[src/rtl/tpu_dma_pkg.sv]
`default_nettype none
// ============================================================================
// Module   : tpu_dma_pkg
// Brief    : Shared types and AXI constants for the write-back DMA engine.
// Revision : 1.0
// ============================================================================
package tpu_dma_pkg;

    typedef enum logic [2:0] {
        ST_IDLE    = 3'd0,
        ST_RD_REQ  = 3'd1,
        ST_RD_WAIT = 3'd2,
        ST_BURST   = 3'd3,
        ST_RESP    = 3'd4,
        ST_DONE    = 3'd5
    } dma_state_t;

    localparam logic [1:0] BURST_INCR = 2'b01;
    localparam logic [1:0] RESP_OKAY  = 2'b00;
    localparam logic [2:0] SIZE_4B    = 3'b010;

    localparam int DEFAULT_ARRAY_WIDTH = 16;
    localparam int BEAT_CNT_W          = $clog2(DEFAULT_ARRAY_WIDTH);

endpackage
`default_nettype wire

[src/rtl/row_serializer.sv]
`default_nettype none
// ============================================================================
// Module   : row_serializer
// Brief    : Loads one buffer row in parallel and emits it word by word.
// Revision : 1.0
// ============================================================================
module row_serializer
    import tpu_dma_pkg::*;
#(
    parameter int WORDS = DEFAULT_ARRAY_WIDTH,
    parameter int DW    = 32,
    parameter int CNT_W = BEAT_CNT_W
) (
    input  logic          clk,
    input  logic          rst,
    input  logic          load,
    input  logic [DW-1:0] row_in [WORDS],
    input  logic          ready,
    output logic          valid,
    output logic [DW-1:0] data,
    output logic          last
);

    logic [DW-1:0]    r_row [WORDS];
    logic [CNT_W-1:0] r_cnt;
    logic             r_valid;

    always_ff @(posedge clk or negedge rst) begin
        if (!rst) begin
            for (int i = 0; i < WORDS; i++) begin
                r_row[i] <= '0;
            end
            r_cnt   <= '0;
            r_valid <= 1'b0;
        end else if (load) begin
            r_row   <= row_in;
            r_cnt   <= '0;
            r_valid <= 1'b1;
        end else if (r_valid && ready) begin
            if (r_cnt == CNT_W'(WORDS - 1)) begin
                r_valid <= 1'b0;
                r_cnt   <= '0;
            end else begin
                r_cnt <= r_cnt + CNT_W'(1);
            end
        end
    end

    // Payload is taken straight from registers, so it is stable while stalled.
    assign valid = r_valid;
    assign data  = r_row[r_cnt];
    assign last  = r_valid && (r_cnt == CNT_W'(WORDS - 1));

endmodule
`default_nettype wire

[src/rtl/axi_writeback_dma.sv]
`default_nettype none
// ============================================================================
// Module   : axi_writeback_dma
// Brief    : Streams output-buffer rows to memory, one 16-beat INCR burst per row.
// Revision : 1.0
// ============================================================================
module axi_writeback_dma
    import tpu_dma_pkg::*;
#(
    parameter int SYSTOLIC_ARRAY_WIDTH = 16,
    parameter int DATA_WIDTH_ACCUM     = 32,
    parameter int ADDR_WIDTH           = 10
) (
    input  logic                          clk,
    input  logic                          rst,
    input  logic                          start_pulse,
    input  logic [31:0]                   dest_addr,
    input  logic [ADDR_WIDTH-1:0]         src_addr,
    input  logic [15:0]                   length,
    output logic                          done_irq,
    output logic                          busy,
    output logic                          error,
    output logic [ADDR_WIDTH-1:0]         buf_rd_addr,
    output logic                          buf_rd_en,
    input  logic [DATA_WIDTH_ACCUM-1:0]   buf_rd_data [SYSTOLIC_ARRAY_WIDTH],
    output logic [31:0]                   m_axi_awaddr,
    output logic [7:0]                    m_axi_awlen,
    output logic [2:0]                    m_axi_awsize,
    output logic [1:0]                    m_axi_awburst,
    output logic                          m_axi_awvalid,
    input  logic                          m_axi_awready,
    output logic [DATA_WIDTH_ACCUM-1:0]   m_axi_wdata,
    output logic [DATA_WIDTH_ACCUM/8-1:0] m_axi_wstrb,
    output logic                          m_axi_wlast,
    output logic                          m_axi_wvalid,
    input  logic                          m_axi_wready,
    input  logic [1:0]                    m_axi_bresp,
    input  logic                          m_axi_bvalid,
    output logic                          m_axi_bready
);

    localparam logic [31:0] ROW_BYTES  = 32'(SYSTOLIC_ARRAY_WIDTH * (DATA_WIDTH_ACCUM / 8));
    localparam logic [31:0] ALIGN_MASK = 32'h0000_003F;

    dma_state_t            r_state;
    logic [31:0]           r_dest;
    logic [ADDR_WIDTH-1:0] r_row_addr;
    logic [15:0]           r_remaining;
    logic [31:0]           r_awaddr;
    logic [7:0]            r_awlen;
    logic [2:0]            r_awsize;
    logic [1:0]            r_awburst;
    logic                  r_awvalid;
    logic                  r_aw_done;
    logic                  r_w_done;
    logic                  r_bready;
    logic                  r_rd_en;
    logic                  r_done;
    logic                  r_busy;
    logic                  r_error;

    logic w_load;
    logic w_ser_valid;
    logic w_ser_last;
    logic w_aw_hs;
    logic w_w_last_hs;

    assign w_load      = (r_state == ST_RD_WAIT);
    assign w_aw_hs     = r_awvalid && m_axi_awready;
    assign w_w_last_hs = w_ser_valid && w_ser_last && m_axi_wready;

    row_serializer #(
        .WORDS (SYSTOLIC_ARRAY_WIDTH),
        .DW    (DATA_WIDTH_ACCUM),
        .CNT_W ($clog2(SYSTOLIC_ARRAY_WIDTH))
    ) u_row_serializer (
        .clk    (clk),
        .rst    (rst),
        .load   (w_load),
        .row_in (buf_rd_data),
        .ready  (m_axi_wready),
        .valid  (w_ser_valid),
        .data   (m_axi_wdata),
        .last   (w_ser_last)
    );

    always_ff @(posedge clk or negedge rst) begin
        if (!rst) begin
            r_state     <= ST_IDLE;
            r_dest      <= '0;
            r_row_addr  <= '0;
            r_remaining <= '0;
            r_awaddr    <= '0;
            r_awlen     <= '0;
            r_awsize    <= '0;
            r_awburst   <= '0;
            r_awvalid   <= 1'b0;
            r_aw_done   <= 1'b0;
            r_w_done    <= 1'b0;
            r_bready    <= 1'b0;
            r_rd_en     <= 1'b0;
            r_done      <= 1'b0;
            r_busy      <= 1'b0;
            r_error     <= 1'b0;
        end else begin
            case (r_state)
                ST_IDLE: begin
                    if (start_pulse) begin
                        r_dest      <= dest_addr & ~ALIGN_MASK;
                        r_row_addr  <= src_addr;
                        r_remaining <= length;
                        r_error     <= 1'b0;
                        r_busy      <= 1'b1;
                        if (length == 16'd0) begin
                            r_done  <= 1'b1;
                            r_state <= ST_DONE;
                        end else begin
                            r_rd_en <= 1'b1;
                            r_state <= ST_RD_REQ;
                        end
                    end
                end
                ST_RD_REQ: begin
                    r_rd_en <= 1'b0;
                    r_state <= ST_RD_WAIT;
                end
                ST_RD_WAIT: begin
                    // Row lands in the serializer this cycle; AW goes out alongside beat 0.
                    r_awaddr  <= r_dest;
                    r_awlen   <= 8'(SYSTOLIC_ARRAY_WIDTH - 1);
                    r_awsize  <= SIZE_4B;
                    r_awburst <= BURST_INCR;
                    r_awvalid <= 1'b1;
                    r_aw_done <= 1'b0;
                    r_w_done  <= 1'b0;
                    r_state   <= ST_BURST;
                end
                ST_BURST: begin
                    if (w_aw_hs) begin
                        r_awvalid <= 1'b0;
                        r_aw_done <= 1'b1;
                    end
                    if (w_w_last_hs) begin
                        r_w_done <= 1'b1;
                    end
                    if ((r_aw_done || w_aw_hs) && (r_w_done || w_w_last_hs)) begin
                        r_bready <= 1'b1;
                        r_state  <= ST_RESP;
                    end
                end
                ST_RESP: begin
                    if (r_bready && m_axi_bvalid) begin
                        r_bready    <= 1'b0;
                        if (m_axi_bresp != RESP_OKAY) begin
                            r_error <= 1'b1;
                        end
                        r_row_addr  <= r_row_addr + ADDR_WIDTH'(1);
                        r_dest      <= r_dest + ROW_BYTES;
                        r_remaining <= r_remaining - 16'd1;
                        if (r_remaining == 16'd1) begin
                            r_done  <= 1'b1;
                            r_state <= ST_DONE;
                        end else begin
                            r_rd_en <= 1'b1;
                            r_state <= ST_RD_REQ;
                        end
                    end
                end
                ST_DONE: begin
                    r_done  <= 1'b0;
                    r_busy  <= 1'b0;
                    r_state <= ST_IDLE;
                end
                default: begin
                    r_state <= ST_IDLE;
                end
            endcase
        end
    end

    assign done_irq      = r_done;
    assign busy          = r_busy;
    assign error         = r_error;
    assign buf_rd_addr   = r_row_addr;
    assign buf_rd_en     = r_rd_en;
    assign m_axi_awaddr  = r_awaddr;
    assign m_axi_awlen   = r_awlen;
    assign m_axi_awsize  = r_awsize;
    assign m_axi_awburst = r_awburst;
    assign m_axi_awvalid = r_awvalid;
    assign m_axi_wvalid  = w_ser_valid;
    assign m_axi_wlast   = w_ser_last;
    assign m_axi_wstrb   = {(DATA_WIDTH_ACCUM/8){w_ser_valid}};
    assign m_axi_bready  = r_bready;

endmodule
`default_nettype wire

[config.mk]
export PLATFORM = sky130hd
export DESIGN_NAME = axi_writeback_dma
export DESIGN_NICKNAME = d
export VERILOG_FILES = /design/src/rtl/tpu_dma_pkg.sv /design/src/rtl/row_serializer.sv /design/src/rtl/axi_writeback_dma.sv
export SDC_FILE = /design/constraint.sdc
export NUM_CORES = 2
export LEC_CHECK = 0
export BUFFER_PORTS_ARGS = -buffer_cell sky130_fd_sc_hd__buf_2
export CAP_MARGIN = 20
export CORE_AREA = 2 2 266 268
export CTS_CLUSTER_SIZE = 20
export DETAILED_ROUTE_END_ITERATION = 12
export DIE_AREA = 0 0 268 270
export PLACE_DENSITY_LB_ADDON = 0.2
export REMOVE_ABC_BUFFERS = 1
export SYNTH_ARGS = -nofsm -noshare
export SYNTH_HDL_FRONTEND = slang
export SYNTH_HIERARCHICAL = 1
export SYNTH_SLANG_ARGS = --single-unit
[constraint.sdc]
create_clock -name clk -period 2.4 [get_ports clk]
set_input_delay 0.12 -clock clk [delete_from_list [all_inputs] [get_ports clk]]
set_output_delay 0.12 -clock clk [all_outputs]
set_load 0.05 [all_outputs]
== Word-level counts from Yosys, hierarchy flattened ==
Cells that the tools add are included.
Widths: inputs -> output; s select.
Word-level totals
  input port bits: 578
  word-level logic and storage cells: 135
  flip-flop bits (word level): 620
Operators by class
  multiplexer cells: 49
  bitwise gates (word level): 1
  $lt $le $gt $ge: 1
  add/sub/neg operators: 4
  eq/ne operators: 17
  reductions and logical operators: 30
Operators by type and width (count)
  $bmux 32 s4: 1
  $mux 32: 4
  $pmux 32 s2: 1
  $add 32x7->32 const B: 1
  $mux 16: 2
  $pmux 16 s2: 1
  $mux 1: 20
  $mux 10: 2
  $ne 2x2->1 const B: 10
  $pmux 10 s2: 1
  $eq 16x1->1 const B: 1
  $logic_not 16->1: 1
  $sub 16x1->16 const B: 1
  $mux 3: 5
  $pmux 3 s5: 1
  $reduce_bool 2->1: 7
  $mux 4: 3
  $pmux 1 s2: 6
  $add 10x1->10 const B: 1
  $reduce_and 5->1: 2
  $reduce_and 3->1: 3
  $reduce_and 2->1: 4
  $logic_and 1x1->1: 7
  $eq 3x2->1 const B: 2
  11 further kinds: 15

== Depth between registers and ports, before layout ==
  depth in word-level cells: 8
  gate-level depth with buffers: 8

== Hierarchy ==
Netlist, hierarchy kept.
By module, submodules not included
  row_serializer: area each 23186.0 µm², cells each 1450, instances 1
  axi_writeback_dma: area each 4989.8 µm², cells each 555, instances 1

== Worst setup path before layout ==
Ideal clock, no wire load.
  kind: register to output
  from: register u_row_serializer.r_cnt[0]
  to: output m_axi_wdata[11]
  stages on the path, launching flop included: 8
  slack: -65 ps
  arrival: 2345 ps
  buffers on the path: 3
  data required time: 2280 ps
  cells stage by stage: dfrtp_1 > buf_6 > and2_1 > buf_2 > buf_2 > a22oi_1 > mux2i_1 > o21ai_0
On the way
  longest elaborated chain between the ends: 4
Ends and longest elaborated chain
  start, declared: RTL line row_serializer.sv:25  | logic [CNT_W-1:0] r_cnt;
  start signal, assigned: RTL line row_serializer.sv:44  | r_cnt <= r_cnt + CNT_W'(1);
  $not 4->5 (not written as such): RTL line row_serializer.sv:51  | assign data = r_row[r_cnt];
  $bmux 32 s4: RTL line row_serializer.sv:51
  $mux 32 (not written as such) (2 in series): RTL line row_serializer.sv:51
  end, declared: RTL line axi_writeback_dma.sv:32  | output logic [DATA_WIDTH_ACCUM-1:0] m_axi_wdata,
Every way passes these cells. The select of a mux whose other input is x is not followed.

== Worst setup path after layout ==
  from: register u_row_serializer.r_cnt[0]
  to: output m_axi_wdata[27]
The elaborated chain is that of the path after synthesis.

==> impl_results.md <==
- Outcome: complete, but fails checks
- Failing checks: negative setup slack
- Total track usage: 0.263
- Yosys reg bits: between 600 and 700
- Post-synthesis sequential area ratio: 0.539
- Detail Route Antenna Nets: 0
- Clock sink count: roughly 610
- TritonRoute pass-1 iters: 5
- Worst setup EP type: output pin
- Starting Density: 0.405
- Die W: 268 um
- Clk_skew: between 0.02 and 0.025 ns
- Slew Limit Fails: 0
- Antenna violations before repair: 32
- Asr flop ratio synth: 1.00
- Drt total wl: slightly below 100000 um
- Critical Path Fanout Max: 7
- Slew margin rel.: 0.505
- Netlist Area Pre-Place: approximately 28000 sq um
- Static leakage: around 18 nW
- Global-route wire length before repair: about 150000 um
- Largest net degree at the start of global routing: 70
- Routed len/inst: ~23 um
- Multi-input gate area: about 12000 sq um
- Number of buffers created by CTS: 71
- Main flop type after synthesis: dfrtp_1
- Worst Setup Slack post-DPL: -0.00243 ns
- CORE AREA: a little under 70000 sq um
- CTS root buf: clkbuf_16
- Site Rows: 97
- Clk pin slew, worst setup/hold paths: 0.06 ns
- Setup TNS: -6.42 ns
- H-tree depth: 3
- Gp weighted congestion: 0.874
- Nets: just under 4000
- Unique masters post-synth: 64
- R2R setup slack: 0.15 ns
- Commonest non-fill, non-tap cell in the layout: buf_2
- Gate Count Post-Synth: around 2000
- CP Data Required Time: around 2.3 ns
- CP startpoint: u_row_serializer/r_cnt[0]
- Hold Crit Class: in -> async
- Critical path class: reg -> out
- Worst-Margin Slew: roughly 0.74 ns
- Most frequent cells in the layout: 623 x buf_2, 604 x dfrtp_1, 572 x dlygate4sd3_1
- DRC viols: 0
- Register area: 15200 sq um
- Core Util, Final: 0.608
- Setup crit end: m_axi_wdata[27]
- Total congestion overflow: 0
- Max cap viols: 0
- Vias in the first global route: ~25000
- Post-DP HPWL: 62900 um
- Pwr per Cell Area: around 1400 nW/um^2
- Mapped Avg Cell Area: around 14 sq um
- Period minus WS final: about 2.7 ns
- FF-to-FF Start: u_row_serializer/r_cnt[0]
- Final Hold Fails: 0
- Count of port buffers added during placement: 657
- Iter 0 DRT Violations: approximately 1400
- Share of layout cells above drive strength 1: 0.472
- Post-route worst setup slack: -0.296 ns
- Final instance count without filler cells: 4301
- Worst vdd ir: ~0.0012 V
- Clock Latency Late Sink: roughly 0.62 ns
- Crit path DAT: between 2 and 3 ns
- Vias/cell: about 5.3
- Area of the die: just over 70000 sq um
- Placed Cells: 3547
- P&R area growth vs syn: 50.0%
- RSZ-0062 raised after global routing: yes
- Routed vias: 22864
- CTS tree: built
- Reg2reg end: r_state[2]
- Yosys Warn Count: 6
- Reg2reg path depth: 10
- Fmax: between 0.3 and 0.4 GHz
- I/O pin count: a little under 700
- Die H: 270 um
- Hold slack: 0.103 ns
- Clock Path Buffers: 3
- Post-route clock period utilization: 1.12
- Setup crit start kind: register
- Final setup violation count: 32
- Post-synth EDFFs: 0
- Fillers: 5265
## routing by layer
| layer | part of all wire | routed length [um] | vias up | track usage |
|---|---|---|---|---|
| met5 | 0.0011 | 103 | - | 0 |
| met4 | 0.040 | 3870 | 18 | 0.114 |
| met3 | 0.057 | 5490 | 266 | 0.0517 |
| met2 | 0.51 | 49000 | 851 | 0.451 |
| met1 | 0.40 | 38500 | 11622 | 0.321 |
| li1 | - | - | 10107 | - |
## cell usage after synthesis (12+ instances only)
library cell,n,area [sq um]
a21oi_1,71,355
a22oi_1,38,285
a32oi_1,34,298
buf_2,89,445
buf_4,24,180
clkbuf_1,45,169
dfrtp_1,607,15200
inv_1,12,45.0
mux2_1,13,146
mux2_2,525,5910
mux2i_1,99,991
mux4_2,96,2160
nand2_1,55,206
nand3_1,27,135
nor2_1,46,173
nor3_1,17,85.1
o21ai_0,31,155
o21ai_1,50,250
o22ai_1,12,75.1
## power breakdown
part           internal (mW)  total, mW  switching [mW]
combinational           14.1       27.7            13.5
sequential              15.6       18.9            3.37
clock                   6.13       10.6            4.44
## final cells by class
cell class / instances / area share
Clock inverter: 21 / 0.00557
Antenna cell: 25 / 0.00148
Multi-Input combinational cell: 1234 / 0.294
Inverter: 12 / 0.00107
Timing Repair Buffer: 1360 / 0.263
Clock buffer: 102 / 0.0472
Tap cell: 940 / 0.0278
Sequential cell: 607 / 0.360
## per-stage QoR
stage | instance area, sq um | power [mW]
2_1_floorplan | 27400 | 22.2
3_3_place_gp | 33000 | 41.7
3_5_place_dp | 33000 | 42.6
4_1_cts | 41900 | 56.6
5_1_grt | 42300 | 59.9
6_report | 42300 | 57.2
## logic make-up after synthesis
group | share of synthesized area
XOR/XNOR | 0.000311
other | 0.000133
buffers and inverters | 0.0318
adder cells (fa/ha/maj) | 0.00222
flip-flops | 0.539
AND/OR/NAND/NOR | 0.0351
multiplexers | 0.327
AO/OA/AOI/OAI | 0.0644
## worst max-delay path: stages (launching register included)
cell     delay, ns
dfrtp_4       0.48
buf_12        0.15
buf_12        0.13
buf_16        0.16
mux4_2        0.52
a32oi_1       0.21
o21ai_1       0.12
buf_6         0.18
## registers in the layout, indices dropped and copies added, names as in the netlist, 3 cells and up
| register | cells |
|---|---|
| buf_rd_addr | 10 |
| m_axi_awaddr | 26 |
| r_dest | 26 |
| r_remaining | 16 |
| r_state | 3 |
| u_row_serializer/r_cnt | 4 |
| u_row_serializer/r_row | 512 |
## worst min-delay path by stage
| stage | startpoint | end | slack [ns] | cells after the start |
|---|---|---|---|---|
| global route | rst | u_row_serializer/r_row[296] | 0.15 | 2 |
| detailed placement | rst | u_row_serializer/r_row[308] | 0.18 | 1 |
| CTS | rst | u_row_serializer/r_row[308] | 0.12 | 2 |
| floorplan | rst | buf_rd_addr[0] | -0.18 | 0 |
| finish | rst | u_row_serializer/r_row[296] | 0.10 | 2 |
| global placement | rst | u_row_serializer/r_row[296] | 0.17 | 1 |
## repair_timing
item | in CTS | in global routing
endpoints found under the hold margin | 662 | 0
pin swaps | 16 | 21
cloned | 9 | 4
resized for setup | 131 | 39
setup buffers | 18 | 5
setup endpoints to repair | 32 | 35
hold buffers | 572 | 0
(Power assumes the default switching activity.)
